## config.mk

```make
export PLATFORM = sky130hd
export DESIGN_NAME = cp0
export DESIGN_NICKNAME = d
export VERILOG_FILES = /design/src/rtl/cp0.sv
export SDC_FILE = /design/constraint.sdc
export NUM_CORES = 1
export LEC_CHECK = 0
export CAP_MARGIN = 20
export CORE_MARGIN = 2
export CORE_UTILIZATION = 46
export DETAILED_ROUTE_END_ITERATION = 8
export PLACE_DENSITY = 0.87
export SYNTH_ARGS = -nofsm -noshare
export SYNTH_HDL_FRONTEND = slang
export SYNTH_SLANG_ARGS = --single-unit
```

## constraint.sdc

```tcl
create_clock -name clk -period 3.2 [get_ports clk]
set_input_delay 0.64 -clock clk [delete_from_list [all_inputs] [get_ports clk]]
set_output_delay 0.64 -clock clk [all_outputs]
set_load 0.05 [all_outputs]
```

## src/rtl/cp0.sv

```systemverilog
// Coprocessor-0 for the P7 MIPS pipeline. It holds SR, Cause and EPC and raises Req for interrupts and exceptions.
// Optional macro CP0_PRID_EN adds a read-only PRId register (number 15).
module cp0 #(
  parameter logic [31:0] HANDLER_ADDR = 32'h0000_4180
) (
  input  logic        clk,
  input  logic        reset,
  input  logic [4:0]  A1,
  input  logic [4:0]  A2,
  input  logic [31:0] DIn,
  input  logic        we,
  input  logic [31:0] VPC,
  input  logic        BDIn,
  input  logic [4:0]  ExcCodeIn,
  input  logic [5:0]  HWInt,
  input  logic        EXLClr,
  output logic        Req,
  output logic [31:0] EPCOut,
  output logic [31:0] DOut
);

  logic [5:0]  im;
  logic        exl;
  logic        ie;
  logic        bd;
  logic [5:0]  ip;
  logic [4:0]  exc_code;
  logic [31:0] epc;

  logic [31:0] sr_val;
  logic [31:0] cause_val;
  logic [31:0] rd_val;
  logic        int_req;
  logic        exc_req;
  logic        req;

  // Fetch redirects straight to HANDLER_ADDR, so a misaligned value elaborates this marker block.
  if (HANDLER_ADDR[1:0] != 2'b00) begin : g_misaligned_handler_addr
  end

  assign sr_val    = {16'b0, im, 8'b0, exl, ie};
  assign cause_val = {bd, 15'b0, ip, 3'b0, exc_code, 2'b0};

  assign int_req = ie & ~exl & (|(HWInt & im));
  assign exc_req = ~exl & (ExcCodeIn != 5'd0);
  assign req     = ~reset & (int_req | exc_req);

  always_comb begin
    rd_val = 32'b0;
    case (A1)
      5'd12:   rd_val = sr_val;
      5'd13:   rd_val = cause_val;
      5'd14:   rd_val = epc;
`ifdef CP0_PRID_EN
      5'd15:   rd_val = 32'h0000_5037;
`endif
      default: rd_val = 32'b0;
    endcase
  end

  assign Req    = req;
  assign EPCOut = reset ? 32'b0 : epc;
  assign DOut   = reset ? 32'b0 : rd_val;

  // A taken request discards a colliding mtc0/eret: the victim instruction re-executes after the handler.
  always_ff @(posedge clk) begin
    if (reset) begin
      im       <= 6'b0;
      exl      <= 1'b0;
      ie       <= 1'b0;
      bd       <= 1'b0;
      ip       <= 6'b0;
      exc_code <= 5'b0;
      epc      <= 32'b0;
    end else begin
      ip <= HWInt;
      if (req) begin
        exl      <= 1'b1;
        exc_code <= int_req ? 5'd0 : ExcCodeIn;
        bd       <= BDIn;
        epc      <= BDIn ? (VPC - 32'd4) : VPC;
      end else begin
        if (we && A2 == 5'd12) begin
          im  <= DIn[15:10];
          exl <= DIn[1];
          ie  <= DIn[0];
        end
        if (we && A2 == 5'd14) begin
          epc <= {DIn[31:2], 2'b00};
        end
        if (EXLClr) begin
          exl <= 1'b0;
        end
      end
    end
  end

endmodule

```

==> impl_metrics.json, run 1 <==
{
  "cts_max_level": 2,
  "post_cts_resize_count": 0,
  "tns_ps": 0,
  "worstReg2RegStart": "im[0]",
  "outcome": "completed",
  "grt_setup_unrepaired": "false",
  "irDropWorstVdd_mv": 0.159,
  "p_int_uw": 1130,
  "crit_path_max_fanout": 2,
  "start_util_pct": 47.3,
  "cellPowerDensity_nw_per_um2": 298,
  "grt_max_degree": 41,
  "yosys.cell_count.top_type": "sky130_fd_sc_hd__nor2_1",
  "wire_length_of_the_first_global_routing_pass_microns": 18500,
  "setup_slack_ps": 338,
  "dp.cells": 656,
  "synth.yosys.warnings": 0,
  "groute.usage.overall_pct": 28.1,
  "synth-seq-cells": 52,
  "required_time_at_the_endpoint_of_the_critical_path_ps": 2560,
  "final_net_count": 655,
  "core_area_sq_um": 7250,
  "clkLatencyLatePin_ps": 300,
  "boundaryPins": 155,
  "post_synthesis_cell_type_count": 49,
  "routed-via-count": 3665,
  "ctsHoldBuffers": 0,
  "multi_input_area_sq_um": 2280,
  "average_size_of_a_mapped_cell_sq_um": 8.41,
  "fillCellCount": 510,
  "totalWireLength_microns": 11600,
  "dp_hpwl_microns": 9540,
  "clock_sinks": 52,
  "yosysSeqAreaShare_pct": 30.3,
  "post-route-min-period_ps": 2860,
  "timing.final.max_slew_violations": 0,
  "ys_async_sr_fraction_pct": 0,
  "die_x_microns": 90.4,
  "tritoncts": "done",
  "diodes_inserted": 0,
  "destination_of_the_worst_register_to_register_timing_path": "epc[5]",
  "worst_hold_path.endpoint": "exc_code[1]",
  "reg2reg_slack_ps": 1300,
  "max_clock_freq_mhz": 349,
  "fin_crit_sh_pct": 89.4,
  "combPwrFrac_pct": 32.2,
  "swShare_pct": 32.2,
  "min_path_cells": 2,
  "final_core_utilization_pct": 76.9,
  "synth_top_area_cell": "sky130_fd_sc_hd__dfxtp_1",
  "num_rows": 31,
  "cts_made_buffers": 5,
  "worst_setup_path_start_kind": "input pin",
  "hold_path_startpoint": "exc_code[1]",
  "synth_flop_cell": "sky130_fd_sc_hd__dfxtp_1",
  "clk_pin_slew_worst_paths_ps": 100,
  "synth.top_cells.by_area": "sky130_fd_sc_hd__dfxtp_1, sky130_fd_sc_hd__mux2i_1, sky130_fd_sc_hd__nor2b_1",
  "path_depth_of_the_worst_reg2reg_path": 6,
  "post_route_cells_drive_above_1_share_pct": 15.6,
  "finalSetupViolCount": 0,
  "clk_path_buf_depth": 2,
  "timing.setup.critical_path_class": "in2out",
  "pre_cts_slack_ps": 193,
  "drtPass1Iterations": 5,
  "synthesis.nets": 499,
  "slew_headroom_pct": 63.9,
  "vias_per_cell": 5.52,
  "power.share.sequential_pct": 44.4,
  "final-instance-count-excl-fill": 664,
  "max-cap-violations": 0,
  "design.die.area_sq_um": 8160,
  "synthesis.area_sq_um": 3430,
  "post_cts_buffers": 0,
  "place.gp.congestion": 0.940,
  "register_area_sq_um": 1040,
  "vias_in_the_first_global_route": 3690,
  "syn_to_layout_area_delta_pct": 62.5,
  "post_drt_wl_per_cell_microns": 17.4,
  "hold_violations": 0,
  "number_of_synthesized_flops_with_an_enable_pin": 0,
  "fin_worst_skew_ps": 5.53,
  "drt_first_iter_violations": 186,
  "port_buffers": 154,
  "clock-root-buffer": "sky130_fd_sc_hd__clkbuf_8",
  "hold_class": "reg2reg",
  "critPathCaptureType": "primary output",
  "critical_path_arrival_ps": 2220,
  "totalPowerFinal_uw": 1660,
  "number_of_antenna_violations_at_the_first_check_in_global_routing": 0,
  "netlist_instances": 408,
  "antenna_violating_nets_post_route": 0,
  "die_y_microns": 90.4,
  "grt-ovfl-total": 0,
  "max_slew.worst_pin.slew_ps": 540,
  "synth_largest_type_area_fraction_pct": 30.3,
  "total_leakage_power_uw": 0.00224,
  "p_sw_uw": 536,
  "top_cells_by_count_synth": "sky130_fd_sc_hd__nor2_1, sky130_fd_sc_hd__dfxtp_1, sky130_fd_sc_hd__mux2i_1, sky130_fd_sc_hd__nor2b_1",
  "drcViolationCount": 0,
  "power.clock.fraction_pct": 23.5
}
final cells by class:
cell class                      instances  area share [%]
Clock buffer                            6            1.48
Clock inverter                          2           0.179
Inverter                                4           0.269
Multi-Input combinational cell        326            40.9
Sequential cell                        52            18.7
Tap cell                               99            2.22
Timing Repair Buffer                  175            36.3
per-layer routing:
layer | GRT usage (%) | vias up | share of wire [%]
met5 | 0 | - | 0
met3 | 5.09 | 32 | 7.0
met4 | 11.7 | 0 | 3.4
li1 | - | 1747 | -
met1 | 35.8 | 1712 | 42
met2 | 46.6 | 174 | 48
power groups by stage:
stage               Combinational, uW  Clock, uW  Sequential [uW]
global placement                  523          0              750
floorplan                         295          0              734
finish                            536        390              738
CTS                               534        390              737
global route                      568        424              744
detailed placement                531          0              752
per-stage QoR:
stage | hold slack (ps) | instance area [sq um]
2_1_floorplan | 450 | 3430
3_3_place_gp | 474 | 5480
3_5_place_dp | 484 | 5480
4_1_cts | 506 | 5580
5_1_grt | 543 | 5580
6_report | 505 | 5580
worst max path at each step:
stage               slack [ps]          from  cells past startpoint       end
floorplan                  350         A1[1]                      5  DOut[21]
global placement           220        VPC[6]                      6   epc[21]
detailed placement         190        VPC[6]                      6   epc[21]
CTS                        340  ExcCodeIn[0]                      6       Req
global route               230         A1[4]                      5   DOut[0]
finish                     340  ExcCodeIn[0]                      6       Req
cell usage in the layout (no fill, tap or decap), types with 15 or more instances in the layout:
cell type                           n
sky130_fd_sc_hd__buf_4             21
sky130_fd_sc_hd__nor2_1            54
sky130_fd_sc_hd__clkdlybuf4s50_1  120
sky130_fd_sc_hd__nor2b_1           41
sky130_fd_sc_hd__mux2i_1           47
sky130_fd_sc_hd__xor2_1            17
sky130_fd_sc_hd__dfxtp_1           52
sky130_fd_sc_hd__nand2_1           15
sky130_fd_sc_hd__a21oi_1           19
sky130_fd_sc_hd__and2_1            19
sky130_fd_sc_hd__buf_12            33
cell families after synthesis:
family | count (synthesis) | share of synthesized area [%]
buffers and inverters | 30 | 3.57
AO/OA/AOI/OAI | 67 | 14.1
XOR/XNOR | 26 | 6.64
flip-flops | 52 | 30.3
AND/OR/NAND/NOR | 181 | 30.0
multiplexers | 51 | 15.0
adder cells (fa/ha/maj) | 1 | 0.365
state kept, by name, indices dropped and copies added, names as in the netlist:
signal,cells
bd,1
exl,1
epc,32
ie,1
im,6
exc_code,5
ip,6
worst max-delay path, cell delays in order:
cell	delay (ps)
sky130_fd_sc_hd__clkdlybuf4s50_1	420
sky130_fd_sc_hd__or4_1	540
sky130_fd_sc_hd__o21a_1	230
sky130_fd_sc_hd__a21oi_4	140
sky130_fd_sc_hd__inv_2	60
sky130_fd_sc_hd__buf_4	190
(Power assumes the default switching activity.)
==> run 2, diff against run 1 <==
--- a/config.mk
+++ b/config.mk
@@ -5,8 +5,6 @@
 export SDC_FILE = /design/constraint.sdc
 export NUM_CORES = 1
 export LEC_CHECK = 0
-export CAP_MARGIN = 20
-export CORE_MARGIN = 2
 export CORE_UTILIZATION = 46
 export DETAILED_ROUTE_END_ITERATION = 8
 export PLACE_DENSITY = 0.87
==> constraint.sdc (replaced) <==
create_clock -name clk -period 3.2 [get_ports clk]
set_input_delay 0.48 -clock clk [delete_from_list [all_inputs] [get_ports clk]]
set_output_delay 0.48 -clock clk [all_outputs]
set_load 0.05 [all_outputs]
==> impl_metrics.json, run 2 (synthesis gave the netlist of run 1 again) <==
{
  "drcViolationCount": 0,
  "critPathCaptureType": "primary output",
  "syn_to_layout_area_delta_pct": 60.6,
  "ctsHoldBuffers": 0,
  "vias_per_cell": 5.60,
  "drt_first_iter_violations": 188,
  "combPwrFrac_pct": 32.1,
  "outcome": "completed",
  "hold_class": "reg2reg",
  "vias_in_the_first_global_route": 3474,
  "total_leakage_power_uw": 0.00220,
  "dp.cells": 649,
  "swShare_pct": 33.5,
  "p_int_uw": 1110,
  "place.gp.congestion": 0.931,
  "totalWireLength_microns": 11500,
  "post_route_cells_drive_above_1_share_pct": 14.5,
  "grt_setup_unrepaired": "false",
  "post_cts_buffers": 0,
  "critical_path_max_stage_delay_ps": 530,
  "groute.usage.overall_pct": 29.3,
  "boundaryPins": 155,
  "cellPowerDensity_nw_per_um2": 303,
  "crit_path_cell_trace": "clkdlybuf4s50_1, or4_1, o21a_1, a21oi_4, inv_2, buf_4",
  "port_buffers": 154,
  "diodes_inserted": 0,
  "cts_max_level": 2,
  "crit_path_max_fanout": 8,
  "timing.final.max_slew_violations": 0,
  "tritoncts": "done",
  "slowest_stage": "sky130_fd_sc_hd__or4_1",
  "post-route-min-period_ps": 2750,
  "fin_worst_skew_ps": 7.70,
  "regMostFlops": "epc",
  "cts_made_buffers": 5,
  "power.share.sequential_pct": 44.2,
  "start_util_pct": 47.6,
  "die_y_microns": 88.4,
  "clock_sinks": 52,
  "fillCellCount": 509,
  "routed-via-count": 3680,
  "power.clock.fraction_pct": 23.7,
  "final-instance-count-excl-fill": 657,
  "mostFrequentLayoutCells": "sky130_fd_sc_hd__clkdlybuf4s50_1, sky130_fd_sc_hd__nor2_1, sky130_fd_sc_hd__dfxtp_1, sky130_fd_sc_hd__mux2i_1, sky130_fd_sc_hd__nor2b_1",
  "final_net_count": 648,
  "max_slew.worst_pin.slew_ps": 719,
  "p_sw_uw": 558,
  "finalSetupViolCount": 0,
  "fin_crit_sh_pct": 85.8,
  "dp_hpwl_microns": 9040,
  "slew_headroom_pct": 52.1,
  "wire_length_of_the_first_global_routing_pass_microns": 17500,
  "tns_ps": 0,
  "grt_max_degree": 39,
  "die_x_microns": 88.4,
  "clk_pin_slew_worst_paths_ps": 110,
  "max-cap-violations": 0,
  "largest_register_ff_count": 32,
  "worst_setup_path_start_kind": "input pin",
  "required_time_at_the_endpoint_of_the_critical_path_ps": 2720,
  "antenna_violating_nets_post_route": 0,
  "num_rows": 31,
  "core_area_sq_um": 7210,
  "grt-ovfl-total": 0,
  "irDropWorstVdd_mv": 0.159,
  "critical_path_arrival_ps": 2270,
  "hold_violations": 0,
  "clock-root-buffer": "sky130_fd_sc_hd__clkbuf_8",
  "leading_cell_type_in_the_layout_fill_and_taps_excluded": "sky130_fd_sc_hd__clkdlybuf4s50_1",
  "max_clock_freq_mhz": 364,
  "post_drt_wl_per_cell_microns": 17.5,
  "timing.setup.critical_path_class": "in2out",
  "design.die.area_sq_um": 7810,
  "number_of_antenna_violations_at_the_first_check_in_global_routing": 0,
  "drtPass1Iterations": 4,
  "clkLatencyLatePin_ps": 320,
  "post_cts_resize_count": 0,
  "clk_path_buf_depth": 2,
  "reg_top3": "epc x32, im x6, ip x6"
}
[run 2: changes by cell type in the layout (fill, tap and decap cells not counted), sizes merged]
cell / delta
clkbuf: -1
inv: +1
buf: -7
[run 2: layer usage]
layer / GRT usage, % / vias to the layer above / share of wire (%)
met3: 4.38 / 23 / 6.1
met5: 0 / - / 0
li1: - / 1728 / -
met4: 8.21 / 0 / 1.8
met1: 37.0 / 1760 / 42
met2: 51.8 / 169 / 50
[run 2: per-stage QoR]
stage	utilization, %	hold WS [ps]	area (sq um)	setup WS [ps]	total power [uW]
2_1_floorplan	-	450	3430	674	1030
6_report	76.4	511	5510	454	1670
5_1_grt	76.4	543	5510	399	1730
3_5_place_dp	75.1	492	5420	308	1280
3_3_place_gp	75.1	479	5420	405	1270
4_1_cts	76.4	516	5510	450	1670
[run 2: path summary, 6_finish.rpt]
kind | from | to | slack [ps] | cells past startpoint
worst max-delay path | ExcCodeIn[0] | Req | 450 | 6
worst min-delay path | exc_code[4] | exc_code[4] | 510 | 2
worst max register to register | im[2] | im[5] | 1350 | 5
worst min register to register | exc_code[4] | exc_code[4] | 510 | 2
[run 2: power by group through the flow]
stage	Clock, uW	Combinational [uW]	Sequential [uW]
floorplan	0	295	734
global placement	0	518	749
detailed placement	0	530	753
CTS	395	532	737
global route	422	567	743
finish	395	535	738
[run 2: critical path, delay by kind of cell]
family                 cells  cell delay, ps
and+or+nand+nor            1             530
buffers and inverters      3             670
AOI/OAI and AO/OA          2             580
[run 2: final cells by class]
class	instances	area, sq um	area share, %
repair buffers	168	1960	35.6
multi-input cells	326	2280	41.4
flip-flops and latches	52	1040	18.9
inverters	4	15.0	0.272
well taps	99	124	2.25
clock inverters	3	22.5	0.409
clock buffers	5	68.8	1.25
